File: src/rtl/adc_tx_pkg.sv
// Shared types and defaults for the ADC uplink packetizer.
// Also used by the receive-side frame checker.
package adc_tx_pkg;

    typedef enum logic [2:0] {
        ST_IDLE,
        ST_SYNC,
        ST_HDR,
        ST_FETCH,
        ST_LOAD,
        ST_PAYLOAD,
        ST_CRC,
        ST_DONE
    } tx_state_e;

    localparam logic [15:0] DEF_SYNC_WORD = 16'hA5C3;
    localparam logic [15:0] DEF_CRC_POLY  = 16'h1021;
    localparam logic [15:0] DEF_CRC_INIT  = 16'hFFFF;

    localparam int LABEL_W = 5;
    localparam int DIST_W  = 10;

    function automatic logic [15:0] crc16_step(
        input logic [15:0] crc,
        input logic        b,
        input logic [15:0] poly
    );
        return {crc[14:0], 1'b0} ^ ((crc[15] ^ b) ? poly : 16'h0000);
    endfunction

endpackage

File: src/rtl/crc16_serial.sv
// Bit-serial MSB-first CRC-16 register with seed reload.
// Shared between the transmit packetizer and the receive checker.
module crc16_serial
    import adc_tx_pkg::*;
#(
    parameter logic [15:0] POLY = DEF_CRC_POLY,
    parameter logic [15:0] INIT = DEF_CRC_INIT
) (
    input  logic        clk,
    input  logic        rst,
    input  logic        init,
    input  logic        en,
    input  logic        bit_in,
    output logic [15:0] crc
);

    logic [15:0] crc_q;
    logic [15:0] crc_d;

    always_comb begin
        crc_d = crc_q;
        if (init) begin
            crc_d = INIT;
        end else if (en) begin
            crc_d = crc16_step(crc_q, bit_in, POLY);
        end
    end

    always_ff @(posedge clk) begin
        if (rst) begin
            crc_q <= INIT;
        end else begin
            crc_q <= crc_d;
        end
    end

    assign crc = crc_q;

endmodule

File: src/rtl/adc_fifo_packetizer.sv
// Pops ADCFIFO words and serializes sync/header/payload/CRC
// packets MSB-first onto a valid/ready bit stream.
module adc_fifo_packetizer
    import adc_tx_pkg::*;
#(
    parameter int unsigned WORDS_PER_PKT = 32,
    parameter logic [15:0] SYNC_WORD     = DEF_SYNC_WORD,
    parameter logic [15:0] CRC_POLY      = DEF_CRC_POLY,
    parameter logic [15:0] CRC_INIT      = DEF_CRC_INIT
) (
    input  logic               clk,
    input  logic               rst,
    input  logic               start,
    input  logic [LABEL_W-1:0] label_in,
    input  logic [DIST_W-1:0]  distance_in,
    input  logic [15:0]        fifo_dout,
    input  logic               fifo_empty,
    output logic               fifo_pop,
    output logic               tx_bit,
    output logic               tx_bit_valid,
    input  logic               tx_ready,
    output logic               tx_busy,
    output logic               pkt_done,
    output logic               pkt_seq
);

    localparam logic [7:0] WORDS_LAST = 8'(WORDS_PER_PKT);

    tx_state_e          state_q;
    logic [15:0]        shift_q;
    logic [3:0]         bit_cnt_q;
    logic [7:0]         word_cnt_q;
    logic [7:0]         word_cnt_d;
    logic [LABEL_W-1:0] label_q;
    logic [DIST_W-1:0]  dist_q;
    logic               valid_q;
    logic               busy_q;
    logic               done_q;
    logic               seq_q;

    logic        beat;
    logic        last_bit;
    logic        crc_init;
    logic        crc_en;
    logic [15:0] crc;

    assign beat       = valid_q & tx_ready;
    assign last_bit   = beat & (bit_cnt_q == 4'hF);
    assign crc_init   = (state_q == ST_IDLE) & start;
    assign crc_en     = beat & ((state_q == ST_HDR) | (state_q == ST_PAYLOAD));
    assign word_cnt_d = word_cnt_q + 8'd1;

    crc16_serial #(
        .POLY (CRC_POLY),
        .INIT (CRC_INIT)
    ) u_crc (
        .clk    (clk),
        .rst    (rst),
        .init   (crc_init),
        .en     (crc_en),
        .bit_in (shift_q[15]),
        .crc    (crc)
    );

    always_ff @(posedge clk) begin
        if (rst) begin
            state_q    <= ST_IDLE;
            shift_q    <= '0;
            bit_cnt_q  <= '0;
            word_cnt_q <= '0;
            label_q    <= '0;
            dist_q     <= '0;
            valid_q    <= 1'b0;
            busy_q     <= 1'b0;
            done_q     <= 1'b0;
            seq_q      <= 1'b0;
        end else begin
            done_q <= 1'b0;
            if (beat) begin
                shift_q   <= {shift_q[14:0], 1'b0};
                bit_cnt_q <= bit_cnt_q + 4'd1;
            end
            unique case (state_q)
                ST_IDLE: begin
                    if (start) begin
                        label_q    <= label_in;
                        dist_q     <= distance_in;
                        busy_q     <= 1'b1;
                        shift_q    <= SYNC_WORD;
                        valid_q    <= 1'b1;
                        bit_cnt_q  <= '0;
                        word_cnt_q <= '0;
                        state_q    <= ST_SYNC;
                    end
                end
                ST_SYNC: begin
                    if (last_bit) begin
                        shift_q <= {seq_q, label_q, dist_q};
                        state_q <= ST_HDR;
                    end
                end
                ST_HDR: begin
                    if (last_bit) begin
                        valid_q <= 1'b0;
                        state_q <= ST_FETCH;
                    end
                end
                ST_FETCH: begin
                    if (!fifo_empty) begin
                        state_q <= ST_LOAD;
                    end
                end
                ST_LOAD: begin
                    shift_q <= fifo_dout;
                    valid_q <= 1'b1;
                    state_q <= ST_PAYLOAD;
                end
                ST_PAYLOAD: begin
                    if (last_bit) begin
                        word_cnt_q <= word_cnt_d;
                        if (word_cnt_d == WORDS_LAST) begin
                            // crc register lags by this beat; fold it in here
                            shift_q <= crc16_step(crc, shift_q[15], CRC_POLY);
                            state_q <= ST_CRC;
                        end else begin
                            valid_q <= 1'b0;
                            state_q <= ST_FETCH;
                        end
                    end
                end
                ST_CRC: begin
                    if (last_bit) begin
                        valid_q <= 1'b0;
                        done_q  <= 1'b1;
                        state_q <= ST_DONE;
                    end
                end
                ST_DONE: begin
                    busy_q  <= 1'b0;
                    seq_q   <= ~seq_q;
                    state_q <= ST_IDLE;
                end
                default: state_q <= ST_IDLE;
            endcase
        end
    end

    // Pop in FETCH so fifo_dout is ready when LOAD samples it
    assign fifo_pop     = (state_q == ST_FETCH) & ~fifo_empty;
    assign tx_bit       = shift_q[15];
    assign tx_bit_valid = valid_q;
    assign tx_busy      = busy_q;
    assign pkt_done     = done_q;
    assign pkt_seq      = seq_q;

endmodule

File: config.mk
export PLATFORM = sky130hd
export DESIGN_NAME = adc_fifo_packetizer
export DESIGN_NICKNAME = d
export VERILOG_FILES = /design/src/rtl/adc_tx_pkg.sv /design/src/rtl/crc16_serial.sv /design/src/rtl/adc_fifo_packetizer.sv
export SDC_FILE = /design/constraint.sdc
export NUM_CORES = 1
export LEC_CHECK = 0
export ABC_AREA = 1
export ABC_CLOCK_PERIOD_IN_PS = 2700
export BUFFER_PORTS_ARGS = -buffer_cell sky130_fd_sc_hd__buf_2
export CAP_MARGIN = 20
export CORE_MARGIN = 8
export CORE_UTILIZATION = 50
export CTS_BUF_LIST = sky130_fd_sc_hd__clkbuf_4
export DETAILED_ROUTE_END_ITERATION = 12
export GPL_ROUTABILITY_DRIVEN = 1
export HOLD_SLACK_MARGIN = 0.06
export MAX_ROUTING_LAYER = met4
export PLACE_DENSITY_LB_ADDON = 0.12
export SETUP_SLACK_MARGIN = 0.5
export SYNTH_ARGS = -nofsm -noshare
export SYNTH_HDL_FRONTEND = slang
export SYNTH_HIERARCHICAL = 1
export SYNTH_SLANG_ARGS = --single-unit
File: constraint.sdc
create_clock -name clk -period 2.7 [get_ports clk]
set_input_delay 0.54 -clock clk [delete_from_list [all_inputs] [get_ports clk]]
set_output_delay 0.54 -clock clk [all_outputs]
set_load 0.02 [all_outputs]
==> After elaboration in Yosys (flattened, before gate mapping) <==
Index checks and enable logic that the tools add are counted.
{ "op_classes": {"addsub": 2, "mul": 0, "div_mod_pow": 0, "n_lt_le_gt_ge": 0, "eq_ne": 17, "n_shift": 0, "mux": 28, "n_bitwise": 11, "n_reduce_logical": 12} }
{ "op_table": {"columns": ["op", "count"], "rows": [
  ["$mux 16", 5],
  ["$pmux 16 s4", 1],
  ["$pmux 3 s8", 1],
  ["$mux 3", 7],
  ["$mux 8", 2],
  ["$pmux 8 s2", 1],
  ["$xor 16x16->16", 1],
  ["$ne 2x2->1 const B", 7],
  ["$mux 13", 1],
  ["$eq 3x3->1 const B", 4],
  ["$mux 4", 3],
  ["$add 8x1->8 const B", 1],
  ["$eq 8x6->1 const B", 1],
  ["$eq 3x2->1 const B", 2],
  ["$reduce_and 6->1", 1],
  ["$reduce_or 2->1", 3],
  ["$and 1x1->1", 5],
  ["$mux 1", 5],
  ["$reduce_and 5->1", 1],
  ["$add 4x1->4 const B", 1],
  ["$eq 4x4->1 const B", 1],
  ["$pmux 1 s4", 1],
  ["$reduce_and 2->1", 2],
  ["$reduce_bool 2->1", 2],
  ["9 further kinds", 11]
]} }
{ "totals": {"ff_bits": 66, "latch_bits": 0, "ramBits": 0, "mem_bits_ro": 0, "input_bits": 36, "out_inout_bits": 6, "n_memories": 0} }

==> Longest topological paths before layout <==
Gate-level depths: netlist of run 1.
{ "logic_depth": {"depth_word": 6, "ltp_mapped": 12, "depth_no_buf": 11} }

==> Modules after synthesis <==
The synthesis of run 1 kept the hierarchy.
{ "by_module_without_submodules": {"columns": ["mod", "n_inst", "cells_per_inst", "area_per_inst_um2", "seq_area_each_um2"], "rows": [
  ["adc_fifo_packetizer", 1, 470, 3027.9, 1001.0],
  ["crc16_serial", 1, 80, 720.7, 320.3]
]} }

==> Least setup slack after synthesis of run 1 <==
OpenSTA, ideal clock, no wires.
{ "synth_timing": {"kind": "input-to-reg", "startpoint": "input tx_ready", "endpoint": "register shift_q[12]", "setup_ns": 0.119, "t_arrival_ns": 1.574, "slack_ns": 1.006, "cell_stages": 9, "n_path_buf": 2, "cell_sequence": "nand2_2 inv_2 nand3_2 nor2_2 buf_4 clkbuf_1 nand4_1 nand3_1 a21oi_1"} }
{ "synth_via": {"elab_chain_len": 5, "word_cells_on_any_way": 8, "cone_classes": "6 x mux; 2 x bitwise"} }
{ "synth_rtl": {"columns": ["item", "line", "text"], "rows": [
  ["start, declared", "adc_fifo_packetizer.sv:21", "input logic tx_ready,"],
  ["$and 1x1->1 *", "adc_fifo_packetizer.sv:47", "assign beat = valid_q & tx_ready;"],
  ["$mux 16", "adc_fifo_packetizer.sv:79", "if (beat) begin"],
  ["$mux 16", "adc_fifo_packetizer.sv:121", "if (word_cnt_d == WORDS_LAST) begin"],
  ["$mux 16", "adc_fifo_packetizer.sv:119", "if (last_bit) begin"],
  ["$pmux 16 s4 *", "adc_fifo_packetizer.sv:83", "unique case (state_q)"],
  ["end signal, assigned", "adc_fifo_packetizer.sv:80", "shift_q <= {shift_q[14:0], 1'b0};"],
  ["end signal, assigned", "adc_fifo_packetizer.sv:98", "shift_q <= {seq_q, label_q, dist_q};"],
  ["end signal, assigned", "adc_fifo_packetizer.sv:123", "shift_q <= crc16_step(crc, shift_q[15], CRC_POLY);"],
  ["end, declared", "adc_fifo_packetizer.sv:30", "logic [15:0] shift_q;"]
]} }
Every way passes the cells marked *; elsewhere a longest branch is shown, timed or not.
A chain may end at the register's enable or synchronous reset.

==> Worst setup path in the final report of run 1 <==
{ "layout_timing": {"startpoint": "register word_cnt_q[0]", "endpoint": "register shift_q[13]"} }
{ "layout_via": {"elab_chain_len": 5} }
{ "layout_rtl": {"columns": ["item", "line", "text"], "rows": [
  ["start, declared", "adc_fifo_packetizer.sv:32", "logic [7:0] word_cnt_q;"],
  ["start signal, assigned", "adc_fifo_packetizer.sv:120", "word_cnt_q <= word_cnt_d;"],
  ["$add 8x1->8", "adc_fifo_packetizer.sv:51", "assign word_cnt_d = word_cnt_q + 8'd1;"],
  ["$eq 8x6->1", "adc_fifo_packetizer.sv:121", null],
  ["$mux 16", "adc_fifo_packetizer.sv:121", null],
  ["$mux 16", "adc_fifo_packetizer.sv:119", null],
  ["$pmux 16 s4", "adc_fifo_packetizer.sv:83", null]
]} }
Every way passes these cells.

==> flow_summary_export.csv, run 1 <==
group,metric,value,unit
sta,fin_tns_setup,0,ns
logic_synthesis,syn_nets,588,
logic_synthesis,synthCells,550,
sta,period_minus_slack,1.94,ns
setup_path,cp-end-kind,"flip-flop",
clock_tree,clock_latency,0.40,ns
logic_synthesis,synth_common_cells,"102 x nand2_1, 80 x inv_1, 78 x a21oi_1",
detailed_routing,drt_pass1_iterations,4,
power_and_ir_drop,p_clk_share,17.0,%
sta,slew_viol_final,0,
logic_synthesis,synth.distinct_cells,36,
status,outcome,"complete, no violations",
sta,finalCritPeriodShare,72.0,%
power_and_ir_drop,internal-power,1850,uW
clock_tree,numClockSinks,66,
floorplan,pin_count,42,
floorplan,die-area,10500,um2
sta,rsz0062_at_grt,"no",
power_and_ir_drop,p_leak,0.00181,uW
clock_tree,cts_max_path_buffers,2,
place,pre_cts_ws,0.626,ns
power_and_ir_drop,power_frac_comb,43.3,%
place,port-buffer-count,41,
logic_synthesis,netlist_area,3750,um2
logic_synthesis,synth_top_cell_area_share,35.2,%
detailed_routing,vias,3584,
floorplan,std_cell_rows,31,
setup_path,critPathKind,"flip-flop to flip-flop",
detailed_routing,ant_nets,0,
logic_synthesis,async_flop_share,0,%
power_and_ir_drop,p_total,3300,uW
floorplan,start_util,51.7,%
place,dp_hpwl,6700,um
job,maxCapViolCount,0,
clock_tree,clkSlewWorstSetupHoldPaths,0.12,ns
cells_and_area,drive_above_1_share,19.7,%
detailed_routing,viasPerCell,5.20,
setup_path,worst-path-max-fanout,19,
sta,finClkSkew,0.0128,ns
global_routing,grt_pass1_vias,3482,
setup_path,crit_start,"word_cnt_q[0]",
global_routing,grt.busiest_layer,"met2",
sta,tightest_slew,0.497,ns
logic_synthesis,ys_seq_area_share,35.2,%
global_routing,grt_use_total,18.8,%
logic_synthesis,ys_warn_count,6,
cells_and_area,nets,623,
sta,timing_hold_violations_final,0,
sta,setup-violations-final,0,
global_routing,grt_max_degree,33,
sta,max_slew_margin,66.8,%
floorplan,coreArea,7250,um2
global_routing,use_met2,31.5,%
logic_synthesis,yosys.cell_count.top_type,"nand2_1",
global_routing,use_met3,3.31,%
power_and_ir_drop,swShare,43.9,%
clock_tree,cts_tree,"yes",
power_and_ir_drop,seq_power_share,39.7,%
floorplan,die_w,103,um
global_routing,antenna_found_initial,0,
logic_synthesis,dominantRegCellSynth,"dfxtp_1",
logic_synthesis,netlist_top_cells_area,"dfxtp_1 35%, a21oi_1 10%, nand2_1 10%, inv_1 8.0%, o21ai_0 7.7%",
logic_synthesis,ys_ff_latch,66,
logic_synthesis,yosysTopAreaCell,"dfxtp_1",
sta,final.setup.worst_slack,0.756,ns
global_routing,grt_pass1_wl,15500,um
setup_path,required,3.04,ns
cells_and_area,diodes,0,
place,place_congestion,0.874,
sta,max_freq,514,MHz
cells_and_area,syn_to_final_growth,9.58,%
power_and_ir_drop,power_density,804,nW/um2
logic_synthesis,syn_area_per_cell,6.82,um2
floorplan,die_h,103,um
global_routing,grtUsageMet1,22.0,%
min_path,holdCritPathClass,"input pin to flip-flop",
setup_path,r2r-start,"word_cnt_q[0]",
logic_synthesis,synth-edff-count,0,
detailed_routing,routed_wl,9140,um
power_and_ir_drop,vdd_drop_max,0.552,mV
setup_path,cp-start-kind,"flip-flop",
min_path,hold_start,"distance_in[0]",
clock_tree,h-tree-depth,3,
clock_tree,cts_root_buffer,"clkbuf_4",
detailed_routing,first_iter_violations,196,
detailed_routing,wl_per_cell,13.3,um
setup_path,cp.arrival,2.29,ns
power_and_ir_drop,switchingPower,1450,uW
clock_tree,cts_buffers,9,
global_routing,grt.overflow.total,0,
cells_and_area,nFillCells,766,
detailed_routing,drc,0,
-- worst paths after layout --
path,endpoint,slack [ns],cells past startpoint
setup / recovery,shift_q[13],0.76,9
setup reg to reg,shift_q[13],0.76,9
hold / removal,dist_q[0],0.38,3
hold reg to reg,label_q[2],0.46,2
-- placed cells by master, fill, tap and decap left out, types with 7 or more instances in the layout --
cell	instances
nand3_2	14
buf_4	7
nor2_1	19
nand2_2	19
dfxtp_1	65
a21oi_1	78
buf_2	41
nand3_1	28
nand2_1	101
clkbuf_4	10
nand4_1	18
inv_1	80
o21ai_0	58
-- power groups by stage --
| stage | Combinational [uW] | Clock, uW | Sequential (uW) |
|---|---|---|---|
| floorplan | 1110 | 0 | 1300 |
| global placement | 1390 | 0 | 1320 |
| detailed placement | 1420 | 0 | 1330 |
| CTS | 1420 | 577 | 1310 |
| global route | 1650 | 626 | 1340 |
| finish | 1430 | 563 | 1310 |
-- stage by stage --
stage | cell area [um2] | std cells | hold WS, ns | util [%]
after detailed placement | 3990 | 672 | 0.441 | 54.9
after global placement | 3990 | 672 | 0.443 | 54.9
after global routing | 4110 | 689 | 0.354 | 56.6
after CTS | 4090 | 688 | 0.363 | 56.4
after floorplan | 3750 | 550 | 0.424 | -
final | 4110 | 689 | 0.382 | 56.6
-- kinds of logic after synthesis --
kind of cell	after synthesis	synth area share [%]
xor+xnor	3	0.701
compound gates	149	20.6
simple gates	218	30.2
buf+inv	112	12.7
flops	66	35.2
fa+ha+maj	2	0.667
-- sequential cells by signal (all words and copies together), names as in the netlist --
name          cells
bit_cnt_q         4
dist_q           10
label_q           5
pkt_done          1
pkt_seq           1
shift_q          16
state_q           3
tx_bit_valid      1
tx_busy           1
u_crc/crc        16
word_cnt_q        8
-- per-layer routing --
layer	wire length (um)	vias to the layer above	part of all wire, %
met1	4160	1626	45
li1	-	1876	-
met2	4510	69	49
met4	146	0	1.6
met5	0	-	0
met3	321	13	3.5
-- critical path: stages (launching register included) --
cell and delay, ns:
dfxtp_1 0.42, ha_1 0.23, nand3_1 0.13, o21ai_1 0.17
nand2_2 0.11, nor2_8 0.28, nand3_2 0.24, nand2_1 0.11
nand3_1 0.07, a21oi_1 0.12
-- final cells by class --
type	count	area (um2)	area share, %
Inverter	87	329	8.01
Clock inverter	6	33.8	0.822
Timing Repair Buffer	48	258	6.27
Sequential cell	66	1320	32.2
Multi-Input combinational cell	373	1970	47.9
Tap cell	99	124	3.02
Clock buffer	10	75.1	1.83
-- what timing repair did --
item                       in CTS  in global routing
gates resized for setup         0                  2
buffers inserted                0                  0
setup endpoints to repair       0                 14
hold buffers                    0                  0
Power figures use the tool's default switching activity.
==> run 2: changes to the inputs <==
--- a/config.mk
+++ b/config.mk
@@ -5,8 +5,8 @@
 export SDC_FILE = /design/constraint.sdc
 export NUM_CORES = 1
 export LEC_CHECK = 0
-export ABC_AREA = 1
-export ABC_CLOCK_PERIOD_IN_PS = 2700
+export ABC_AREA = 0
+export ABC_CLOCK_PERIOD_IN_PS = 1800
 export BUFFER_PORTS_ARGS = -buffer_cell sky130_fd_sc_hd__buf_2
 export CAP_MARGIN = 20
 export CORE_MARGIN = 8
==> constraint.sdc (replaced) <==
create_clock -name clk -period 1.8 [get_ports clk]
set_input_delay 0.36 -clock clk [delete_from_list [all_inputs] [get_ports clk]]
set_output_delay 0.36 -clock clk [all_outputs]
set_load 0.02 [all_outputs]
==> run 2 against run 1 <==
  * The run now ends with negative setup slack left
  * Sequential power is 18% higher
  * Cell area is 34% higher
  * Critical path depth did not move
  * Clock power rose by 53%
  * Utilization grew 16 points
  * Largest cell class unchanged
==> flow_summary_export.csv, run 2 <==
group,metric,value,unit
clock_tree,h-tree-depth,3,
floorplan,die-area,10800,um2
setup_path,cp-end-kind,"flip-flop",
sta,period_minus_slack,1.91,ns
power_and_ir_drop,vdd_drop_max,0.467,mV
job,maxCapViolCount,0,
detailed_routing,first_iter_violations,445,
detailed_routing,routed_wl,13000,um
power_and_ir_drop,p_leak,0.00235,uW
logic_synthesis,netlist_top_cells_area,"dfxtp_1 34%, mux2i_1 8.3%, a21oi_1 7.5%, nand2_1 5.5%, a21o_1 3.7%",
global_routing,grt.overflow.total,0,
sta,final.setup.worst_slack,-0.115,ns
setup_path,rrSetupSlack,-0.11,ns
cells_and_area,final_cell_mix,"53 x a21oi_1, 51 x dfxtp_1, 51 x buf_4",
cells_and_area,drive_above_1_share,39.9,%
sta,rsz0062_at_grt,"yes",
logic_synthesis,synth_xor_area_share,2.98,%
detailed_routing,vias,4184,
logic_synthesis,synth_top_family_by_area,"compound AO/OA/AOI/OAI gates",
cells_and_area,final_common_cell,"a21oi_1",
clock_tree,cts_buffers,9,
status,violations,"negative setup slack",
floorplan,start_util,50.8,%
cells_and_area,syn_to_final_growth,42.6,%
clock_tree,clkSlewWorstSetupHoldPaths,0.13,ns
logic_synthesis,ys_seq_area_share,34.2,%
global_routing,grt_pass1_wl,20200,um
sta,tightest_slew,0.662,ns
detailed_routing,drt_pass1_iterations,5,
logic_synthesis,ys_ff_latch,66,
min_path,hold_end,"dist_q[3]",
logic_synthesis,synth_compound_area_share,26.7,%
logic_synthesis,yosysTopAreaCell,"dfxtp_1",
logic_synthesis,synth.distinct_cells,57,
floorplan,die_w,104,um
logic_synthesis,async_flop_share,0,%
setup_path,reg2reg_depth,9,
logic_synthesis,netlist_area,3860,um2
logic_synthesis,yosys.cell_count.top_type,"dfxtp_1",
setup_path,required,2.09,ns
floorplan,coreArea,7610,um2
setup_path,rr_endpoint,"shift_q[4]",
logic_synthesis,synth-edff-count,0,
detailed_routing,wl_per_cell,18.9,um
logic_synthesis,synth_top_cell_area_share,34.2,%
detailed_routing,ant_nets,0,
global_routing,grt_max_degree,51,
sta,max_freq,522,MHz
logic_synthesis,synthMuxAreaShare,8.58,%
logic_synthesis,synthAdderAreaFrac,0.648,%
floorplan,die_h,104,um
sta,holdWs,0.158,ns
sta,max_slew_margin,55.8,%
floorplan,std_cell_rows,32,
logic_synthesis,syn_area_per_cell,8.05,um2
sta,finalCritPeriodShare,106,%
min_path,hold_start,"distance_in[3]",
floorplan,pin_count,42,
setup_path,worst-path-max-fanout,8,
sta,slew_viol_final,0,
logic_synthesis,dominantRegCellSynth,"dfxtp_1",
setup_path,cp.arrival,2.21,ns
logic_synthesis,syn_nets,518,
detailed_routing,drc,0,
global_routing,grt_pass1_vias,3972,
global_routing,antenna_found_initial,0,
global_routing,grt_use_total,23.5,%
detailed_routing,viasPerCell,6.10,
clock_tree,cts_root_buffer,"clkbuf_4",
place,place_congestion,0.871,
clock_tree,clock_latency,0.42,ns
power_and_ir_drop,power_density,530,nW/um2
clock_tree,cts_tree,"yes",
setup_path,critPathKind,"flip-flop to flip-flop",
logic_synthesis,synthCells,480,
cells_and_area,diodes,0,
setup_path,r2r-start,"word_cnt_q[0]",
logic_synthesis,synth_common_cells,"66 x dfxtp_1, 58 x a21oi_1, 57 x nand2_1",
sta,fin_tns_setup,-1.13,ns
clock_tree,postCtsHoldBufs,0,
sta,finClkSkew,0.0209,ns
status,outcome,"finished, violations left",
sta,setup-violations-final,16,
min_path,worstHoldPathCells,3,
setup_path,cp-start-kind,"flip-flop",
logic_synthesis,yosys.area_share.simple,20.2,%
clock_tree,cts_max_path_buffers,2,
cells_and_area,nets,617,
place,dp_hpwl,8010,um
logic_synthesis,ys_warn_count,6,
min_path,holdCritPathClass,"input pin to flip-flop",
sta,timing_hold_violations_final,0,
clock_tree,numClockSinks,66,
place,port-buffer-count,41,
## run 2: critical path: stages, from the launching register on
cell and delay, ns:
dfxtp_4 0.40, ha_4 0.16, buf_4 0.12, buf_4 0.14
a21oi_1 0.14, o21ai_1 0.08, buf_4 0.17, a31o_4 0.28
o211ai_1 0.19, a31oi_1 0.10
## run 2: through the flow
| step | instances | total power, uW | utilization, % | instance area (um2) | setup WS, ns |
|---|---|---|---|---|---|
| finish | 686 | 2920 | 72.4 | 5510 | -0.115 |
| global route | 686 | 3050 | 72.4 | 5510 | -0.197 |
| CTS | 676 | 2900 | 68.4 | 5210 | -0.0419 |
| detailed placement | 628 | 1970 | 58.9 | 4480 | -0.0350 |
| global placement | 628 | 1970 | 58.9 | 4480 | -0.0409 |
| floorplan | 480 | 1830 | - | 4090 | 0.0358 |
## run 2: worst max path at each step
stage	startpoint	end	slack, ns
after floorplan	state_q[2]	u_crc/crc[10]	0.04
after global placement	word_cnt_q[0]	state_q[2]	-0.04
after detailed placement	word_cnt_q[0]	shift_q[13]	-0.03
after CTS	word_cnt_q[0]	shift_q[4]	-0.04
after global routing	word_cnt_q[0]	shift_q[4]	-0.20
final	word_cnt_q[0]	shift_q[4]	-0.11
## run 2: where the power goes
part / internal [uW] / switching [uW]
Sequential: 1500 / 44.9
Clock: 279 / 581
Combinational: 252 / 264
## run 2: final cells by class
| cell class | instances | area [um2] |
|---|---|---|
| multi-input cells | 363 | 2660 |
| fillers | 578 | 2100 |
| flip-flops and latches | 66 | 1370 |
| repair buffers | 128 | 1200 |
| well taps | 102 | 128 |
| clock buffers | 9 | 67.6 |
| inverters | 11 | 46.3 |
| clock inverters | 7 | 45.0 |
## run 2: repair_timing
item | CTS | global route
gates cloned | 6 | 2
hold endpoints to repair | 0 | 0
pin swaps | 29 | 27
buffers inserted | 26 | 8
setup endpoints to repair | 70 | 68
gates resized for setup | 72 | 47
## run 2: cells by family (layout without fill, tap and decap cells)
family                   after synthesis  after routing
adder cells (fa/ha/maj)                2              2
flip-flops                            66             66
AO/OA/AOI/OAI                        159            160
AND/OR/NAND/NOR                      156            158
XOR/XNOR                              10             10
buffers and inverters                 54            155
multiplexers                          33             33
## run 2: layer usage
layer / wire length (um) / track usage [%] / part of all wire [%]
met1: 5690 / 29.6 / 44
met2: 6250 / 35.7 / 48
met3: 731 / 4.52 / 5.6
met4: 308 / 10.5 / 2.4
met5: 0 / - / 0
